===== src/rtl/cu_pkg.sv =====
// -----------------------------------------------------------------------------
// cu_pkg
//   Shared definitions for the control unit's conditional-execution logic.
//   - cond_t    : ARM-style condition codes carried in instruction bits [31:28]
//   - flags_t   : architectural NZCV flag register layout
//   - FLAGW_*   : bit positions inside the decoder's 2-bit flag_w field
// -----------------------------------------------------------------------------
package cu_pkg;

  // Condition field encodings. 4'b1111 is not named; it is treated like AL.
  typedef enum logic [3:0] {
    COND_EQ = 4'b0000,  // Z set
    COND_NE = 4'b0001,  // Z clear
    COND_CS = 4'b0010,  // C set (unsigned higher or same)
    COND_CC = 4'b0011,  // C clear (unsigned lower)
    COND_MI = 4'b0100,  // N set (negative)
    COND_PL = 4'b0101,  // N clear (positive or zero)
    COND_VS = 4'b0110,  // V set (overflow)
    COND_VC = 4'b0111,  // V clear
    COND_HI = 4'b1000,  // C set and Z clear
    COND_LS = 4'b1001,  // C clear or Z set
    COND_GE = 4'b1010,  // N == V
    COND_LT = 4'b1011,  // N != V
    COND_GT = 4'b1100,  // Z clear and N == V
    COND_LE = 4'b1101,  // Z set or N != V
    COND_AL = 4'b1110   // always
  } cond_t;

  // Field order matches the {N,Z,C,V} packing used on every 4-bit flag bus.
  typedef struct packed {
    logic n;
    logic z;
    logic c;
    logic v;
  } flags_t;

  // flag_w bit that enables the N,Z half / the C,V half of the update.
  localparam int FLAGW_NZ = 1;
  localparam int FLAGW_CV = 0;

endpackage : cu_pkg


===== src/rtl/condition_checker.sv =====
// -----------------------------------------------------------------------------
// condition_checker
//   Purely combinational evaluation of an instruction's condition field against
//   the currently held NZCV flags.
//
// Ports
//   cond     in  4  instruction condition field
//   flags    in  4  held flags {n,z,c,v}
//   cond_ex  out 1  1 when the instruction is allowed to execute
// -----------------------------------------------------------------------------
module condition_checker
  import cu_pkg::*;
(
  input  logic [3:0] cond,
  input  flags_t     flags,
  output logic       cond_ex
);

  logic n_eq_v;

  assign n_eq_v = (flags.n == flags.v);

  always_comb begin
    // NOTE: a default assignment ahead of the case keeps this block free of
    // inferred latches even if an arm is ever left without an assignment.
    cond_ex = 1'b1;
    unique case (cond)
      COND_EQ: cond_ex = flags.z;
      COND_NE: cond_ex = ~flags.z;
      COND_CS: cond_ex = flags.c;
      COND_CC: cond_ex = ~flags.c;
      COND_MI: cond_ex = flags.n;
      COND_PL: cond_ex = ~flags.n;
      COND_VS: cond_ex = flags.v;
      COND_VC: cond_ex = ~flags.v;
      COND_HI: cond_ex = flags.c & ~flags.z;
      COND_LS: cond_ex = ~flags.c | flags.z;
      COND_GE: cond_ex = n_eq_v;
      COND_LT: cond_ex = ~n_eq_v;
      COND_GT: cond_ex = ~flags.z & n_eq_v;
      COND_LE: cond_ex = flags.z | ~n_eq_v;
      // AL, the unnamed 4'b1111 and any unknown encoding all execute, so an
      // X on cond never turns into an X on the write enables.
      default: cond_ex = 1'b1;
    endcase
  end

endmodule : condition_checker


===== src/rtl/conditional_flags_unit.sv =====
// -----------------------------------------------------------------------------
// conditional_flags_unit
//   Owner of the architectural NZCV flags. Evaluates the current instruction's
//   condition against the held flags, gates the decoder's write enables with the
//   result, updates the flags from the ALU when the instruction executes, and
//   keeps a registered copy of the condition result for multicycle sequencing.
//
// Parameters
//   RESET_FLAGS  {N,Z,C,V} loaded on reset
//
// Ports
//   clk          in   1  system clock, rising edge
//   rst_n        in   1  asynchronous, active-low reset
//   en           in   1  0 = hold flags and cond_ex_q
//   flush        in   1  kill current instruction (clears cond_ex_q, no flag update)
//   instr_valid  in   1  current instruction is valid
//   cond         in   4  instruction condition field
//   flag_w       in   2  [1] update N,Z; [0] update C,V
//   alu_flags    in   4  {N,Z,C,V} produced by the ALU
//   pcs          in   1  decoder: instruction writes PC
//   reg_w        in   1  decoder: instruction writes register file
//   mem_w        in   1  decoder: instruction writes memory
//   no_write     in   1  decoder: compare-type op, suppress register write
//   flags        out  4  registered {N,Z,C,V}
//   cond_ex      out  1  condition result on the current (pre-update) flags
//   cond_ex_q    out  1  registered qualified condition result
//   pc_src       out  1  gated pcs
//   reg_write    out  1  gated reg_w
//   mem_write    out  1  gated mem_w
// -----------------------------------------------------------------------------
module conditional_flags_unit
  import cu_pkg::*;
#(
  parameter logic [3:0] RESET_FLAGS = 4'b0000
) (
  input  logic       clk,
  input  logic       rst_n,
  input  logic       en,
  input  logic       flush,
  input  logic       instr_valid,
  input  logic [3:0] cond,
  input  logic [1:0] flag_w,
  input  logic [3:0] alu_flags,
  input  logic       pcs,
  input  logic       reg_w,
  input  logic       mem_w,
  input  logic       no_write,
  output logic [3:0] flags,
  output logic       cond_ex,
  output logic       cond_ex_q,
  output logic       pc_src,
  output logic       reg_write,
  output logic       mem_write
);

  flags_t flags_q;
  flags_t alu_f;
  logic   go;

  assign alu_f = flags_t'(alu_flags);

  condition_checker u_condition_checker (
    .cond    (cond),
    .flags   (flags_q),
    .cond_ex (cond_ex)
  );

  // An instruction "goes" when it is valid, not being killed and its condition
  // passes on the flags as they stand before this cycle's update.
  assign go = instr_valid & ~flush & cond_ex;

  assign pc_src    = pcs & go;
  assign reg_write = reg_w & ~no_write & go;
  assign mem_write = mem_w & go;
  assign flags     = flags_q;

  // Flag register. go already excludes flush, so a killed instruction can never
  // touch the flags; each half is written independently and otherwise holds.
  always_ff @(posedge clk or negedge rst_n) begin
    if (!rst_n) begin
      flags_q <= flags_t'(RESET_FLAGS);
    end else if (en && go) begin
      // NOTE: non-blocking assignments here so that cond_ex, computed from
      // flags_q in the same cycle, sees the old flags; the new value is
      // visible only after the edge.
      if (flag_w[FLAGW_NZ]) begin
        flags_q.n <= alu_f.n;
        flags_q.z <= alu_f.z;
      end
      if (flag_w[FLAGW_CV]) begin
        flags_q.c <= alu_f.c;
        flags_q.v <= alu_f.v;
      end
    end
  end

  // Registered condition result. flush wins over a stall so that a killed
  // instruction never leaves a stale "executing" marker behind.
  always_ff @(posedge clk or negedge rst_n) begin
    if (!rst_n) begin
      cond_ex_q <= 1'b0;
    end else if (flush) begin
      cond_ex_q <= 1'b0;
    end else if (en) begin
      cond_ex_q <= instr_valid & cond_ex;
    end
  end

endmodule : conditional_flags_unit


===== config.mk =====
export PLATFORM = sky130hd
export DESIGN_NAME = conditional_flags_unit
export DESIGN_NICKNAME = d
export VERILOG_FILES = /design/src/rtl/cu_pkg.sv /design/src/rtl/condition_checker.sv /design/src/rtl/conditional_flags_unit.sv
export SDC_FILE = /design/constraint.sdc
export NUM_CORES = 1
export LEC_CHECK = 0
export BUFFER_PORTS_ARGS = -buffer_cell sky130_fd_sc_hd__buf_4
export CAP_MARGIN = 20
export CORE_MARGIN = 1
export CORE_UTILIZATION = 32
export CTS_CLUSTER_DIAMETER = 80
export CTS_CLUSTER_SIZE = 10
export DETAILED_ROUTE_END_ITERATION = 8
export GPL_ROUTABILITY_DRIVEN = 0
export PLACE_DENSITY = 0.73
export SLEW_MARGIN = 20
export SYNTH_ARGS = -nofsm -noshare
export SYNTH_HDL_FRONTEND = slang
export SYNTH_SLANG_ARGS = --single-unit

===== constraint.sdc =====
create_clock -name clk -period 3 [get_ports clk]
set_clock_uncertainty 0.2 [all_clocks]
set_input_delay 0.6 -clock clk [delete_from_list [all_inputs] [get_ports clk]]
set_output_delay 0.6 -clock clk [all_outputs]
set_load 0.05 [all_outputs]

==> results by group <==
Synth
  • Unique masters post-synth: 23
  • Synthesis-stage register bit count: 5
  • Seq/Total Area, Yosys: 29.7%
  • Syn Inst Count: 36
  • Synth warn: 0
  • Syn_area_per_cell: 11.7 sq um
  • Synth Cell Area: 422 sq um
  • Syn Nets: 55

Clock tree
  • Clk_lat worst skew: 0.24 ns
  • CTS Sinks: 5
  • Max clock buf depth: 2
  • CTS tree: built
  • Reg clk slew, reported paths: 0.04 ns
  • CTS Buf Count: 3
  • CTS root buffer: clkbuf_4
  • H-tree depth: 1

Hold path
  • Worst hold-check path type: in2reg
  • Worst Hold End: cond_ex_q
  • Hold Crit Depth: 2
  • Hold Crit Start: flush

Setup path
  • Crit Path Max Fanout: 6
  • Startpoint types: input pin
  • CP Buf/Inv Count: 2
  • CP delay by family, top: simple AND/OR/NAND/NOR gates
  • Slowest stage delay, CP: 0.41 ns
  • Crit Path Class: in2out
  • Worst path cell trace: buf_4 > xnor3_1 > o211ai_2 > o311ai_2 > or2_4 > and4b_2 > buf_4
  • R2R depth: 6
  • CP Data Arrival Time: 2.09 ns
  • R2r endpoint: flags[0]
  • Worst R2R Start: flags[3]
  • Crit path top cell by count: buf_4
  • CP required: 2.20 ns
  • Slowest-stage cell, CP: xnor3_1
  • CP Capture Type: primary output
  • R2r setup slk: 0.83 ns

Power and ir drop
  • VDD IR max: 0.420 mV
  • P_leak: 0.347 nW
  • Pwr Density: 731 nW/um^2

Job
  • Total of max-cap violations: 0

Global routing
  • Pin count of the biggest net entering global routing: 9
  • First-pass GRT wire length: 1650 microns
  • GRT Util Overall: 17.3%
  • Grt met3 use: 4.65%
  • Congestion Overflow GR: 0
  • Number of global-route vias before repair: 416
  • Most Crowded Layer GR: met2
  • GR Layer Usage met1: 19.0%
  • Initial antenna violation count: 0
  • Grt met2 use: 28.0%

STA
  • Hold WS: 0.320 ns
  • Fin. Hold Viols: 0
  • Slew Limit Fails: 0
  • Setup TNS: 0 ns
  • Final Cycle Share: 96.3%
  • Final setup violation count: 0
  • Worst slew pin tran: 0.394 ns
  • Fin crit period: 2.89 ns
  • RSZ-0062 raised after global routing: no
  • FMAX: 346 MHz
  • Worst relative slew slack: 73.7%
  • Fin worst setup slack: 0.111 ns

Place
  • Cell count after placement: 79
  • DP Worst Slack: 0.0425 ns
  • DP HPWL: 895 microns
  • I/O Buffers: 27

Route
  • DR WL/cell: 12.7 microns
  • Detailed Route Iter0 Violations: 1
  • Routed vias: 435
  • Final ANT Viol Nets: 0
  • Routed WL: 1070 microns
  • # DRC: 0
  • Vias per cell: 5.18
  • First drt pass iteration count: 4

Final layout
  • Finished Layout Cells: 84
  • # nets final: 90
  • Antenna cells: 0
  • P&R area growth vs syn: 66.2%
  • Share of post-route cells with drive strength above 1: 61.4%

Floorplan
  • Core ar.: 1170 sq um
  • I/O pin count: 28
  • Row cnt: 12
  • Die area: 1470 sq um
  • Die W: 38.3 microns
  • Initial core utilization: 36.0%
  • Die Ht: 38.3 microns

Status
  • Run status: finished clean
==> cell usage in the layout (no fill, tap or decap), types with 2 or more instances in the layout <==
cell type  instances
mux2_1             2
dfrtp_1            4
clkbuf_4           3
buf_4             29
o2111ai_2          2
mux2_2             2
and3_2             2
and3b_1            2
nor2b_1            2
mux2i_1            4
==> cell families after synthesis <==
kind of cell,count (synthesis),share of synthesized area [%]
flops,5,29.7
simple gates,13,22.0
compound gates,7,18.7
xor+xnor,3,9.50
mux,8,20.2
==> report_power, final <==
| part | switching, mW | internal, mW | leakage, nW |
|---|---|---|---|
| registers | 0.0309 | 0.0924 | 0.0615 |
| logic | 0.178 | 0.133 | 0.271 |
| clock network | 0.0272 | 0.0503 | 0.0150 |
==> layout make-up <==
class | count | area [sq um]
multi-input cells | 31 | 303
repair buffers | 30 | 228
flip-flops and latches | 5 | 126
fillers | 106 | 470
well taps | 14 | 17.5
clock buffers | 4 | 26.3
==> flip-flops by register name, indices dropped and copies added (netlist names) <==
register and count:
flags 4, cond_ex_q 1
==> metal layers <==
metal  vias up  wire length (microns)
met3         4                     70
li1        213                      -
met5         -                      0
met1       201                    432
met4         0                     19
met2        17                    545
==> metrics by stage <==
step	total power, mW	util (%)	instance area [sq um]
floorplan	0.331	-	427
global placement	0.429	56.5	662
detailed placement	0.432	56.5	662
CTS	0.516	59.6	698
global route	0.540	59.8	701
finish	0.512	59.8	701
==> cell usage after synthesis <==
cell | count | area (sq um)
xor2_1 | 1 | 8.76
and3b_1 | 2 | 17.5
nor3b_1 | 1 | 7.51
nand2_1 | 1 | 3.75
o2111ai_2 | 2 | 30.0
a21oi_1 | 1 | 5.00
mux2i_1 | 4 | 40.0
mux2_1 | 2 | 22.5
mux2_2 | 2 | 22.5
and3_1 | 2 | 12.5
o211ai_1 | 1 | 7.51
o311ai_2 | 1 | 16.3
nor2b_1 | 2 | 12.5
or3b_1 | 1 | 8.76
and4b_1 | 1 | 10.0
o211ai_2 | 1 | 12.5
or2_1 | 1 | 6.26
xnor2_1 | 1 | 8.76
dfrtp_1 | 5 | 125
xnor3_1 | 1 | 22.5
a22oi_1 | 1 | 7.51
nand3b_1 | 1 | 7.51
nand2b_1 | 1 | 6.26
==> repair_timing <==
action,4_1_cts,5_1_grt
endpoints found under the hold margin,5,0
setup endpoints to repair,0,2
buffers inserted,0,0
hold buffers,1,0
resized for setup,0,1
==> worst max path at each step <==
stage | startpoint | end | slack [ns] | depth (start not counted)
floorplan | flags[2] | reg_write | 0.004 | 5
global placement | cond[0] | reg_write | 0.09 | 7
detailed placement | cond[0] | reg_write | 0.04 | 7
CTS | cond[0] | reg_write | 0.03 | 7
global route | cond[0] | reg_write | 0.06 | 7
finish | cond[0] | reg_write | 0.11 | 7
(Power assumes the default switching activity.)
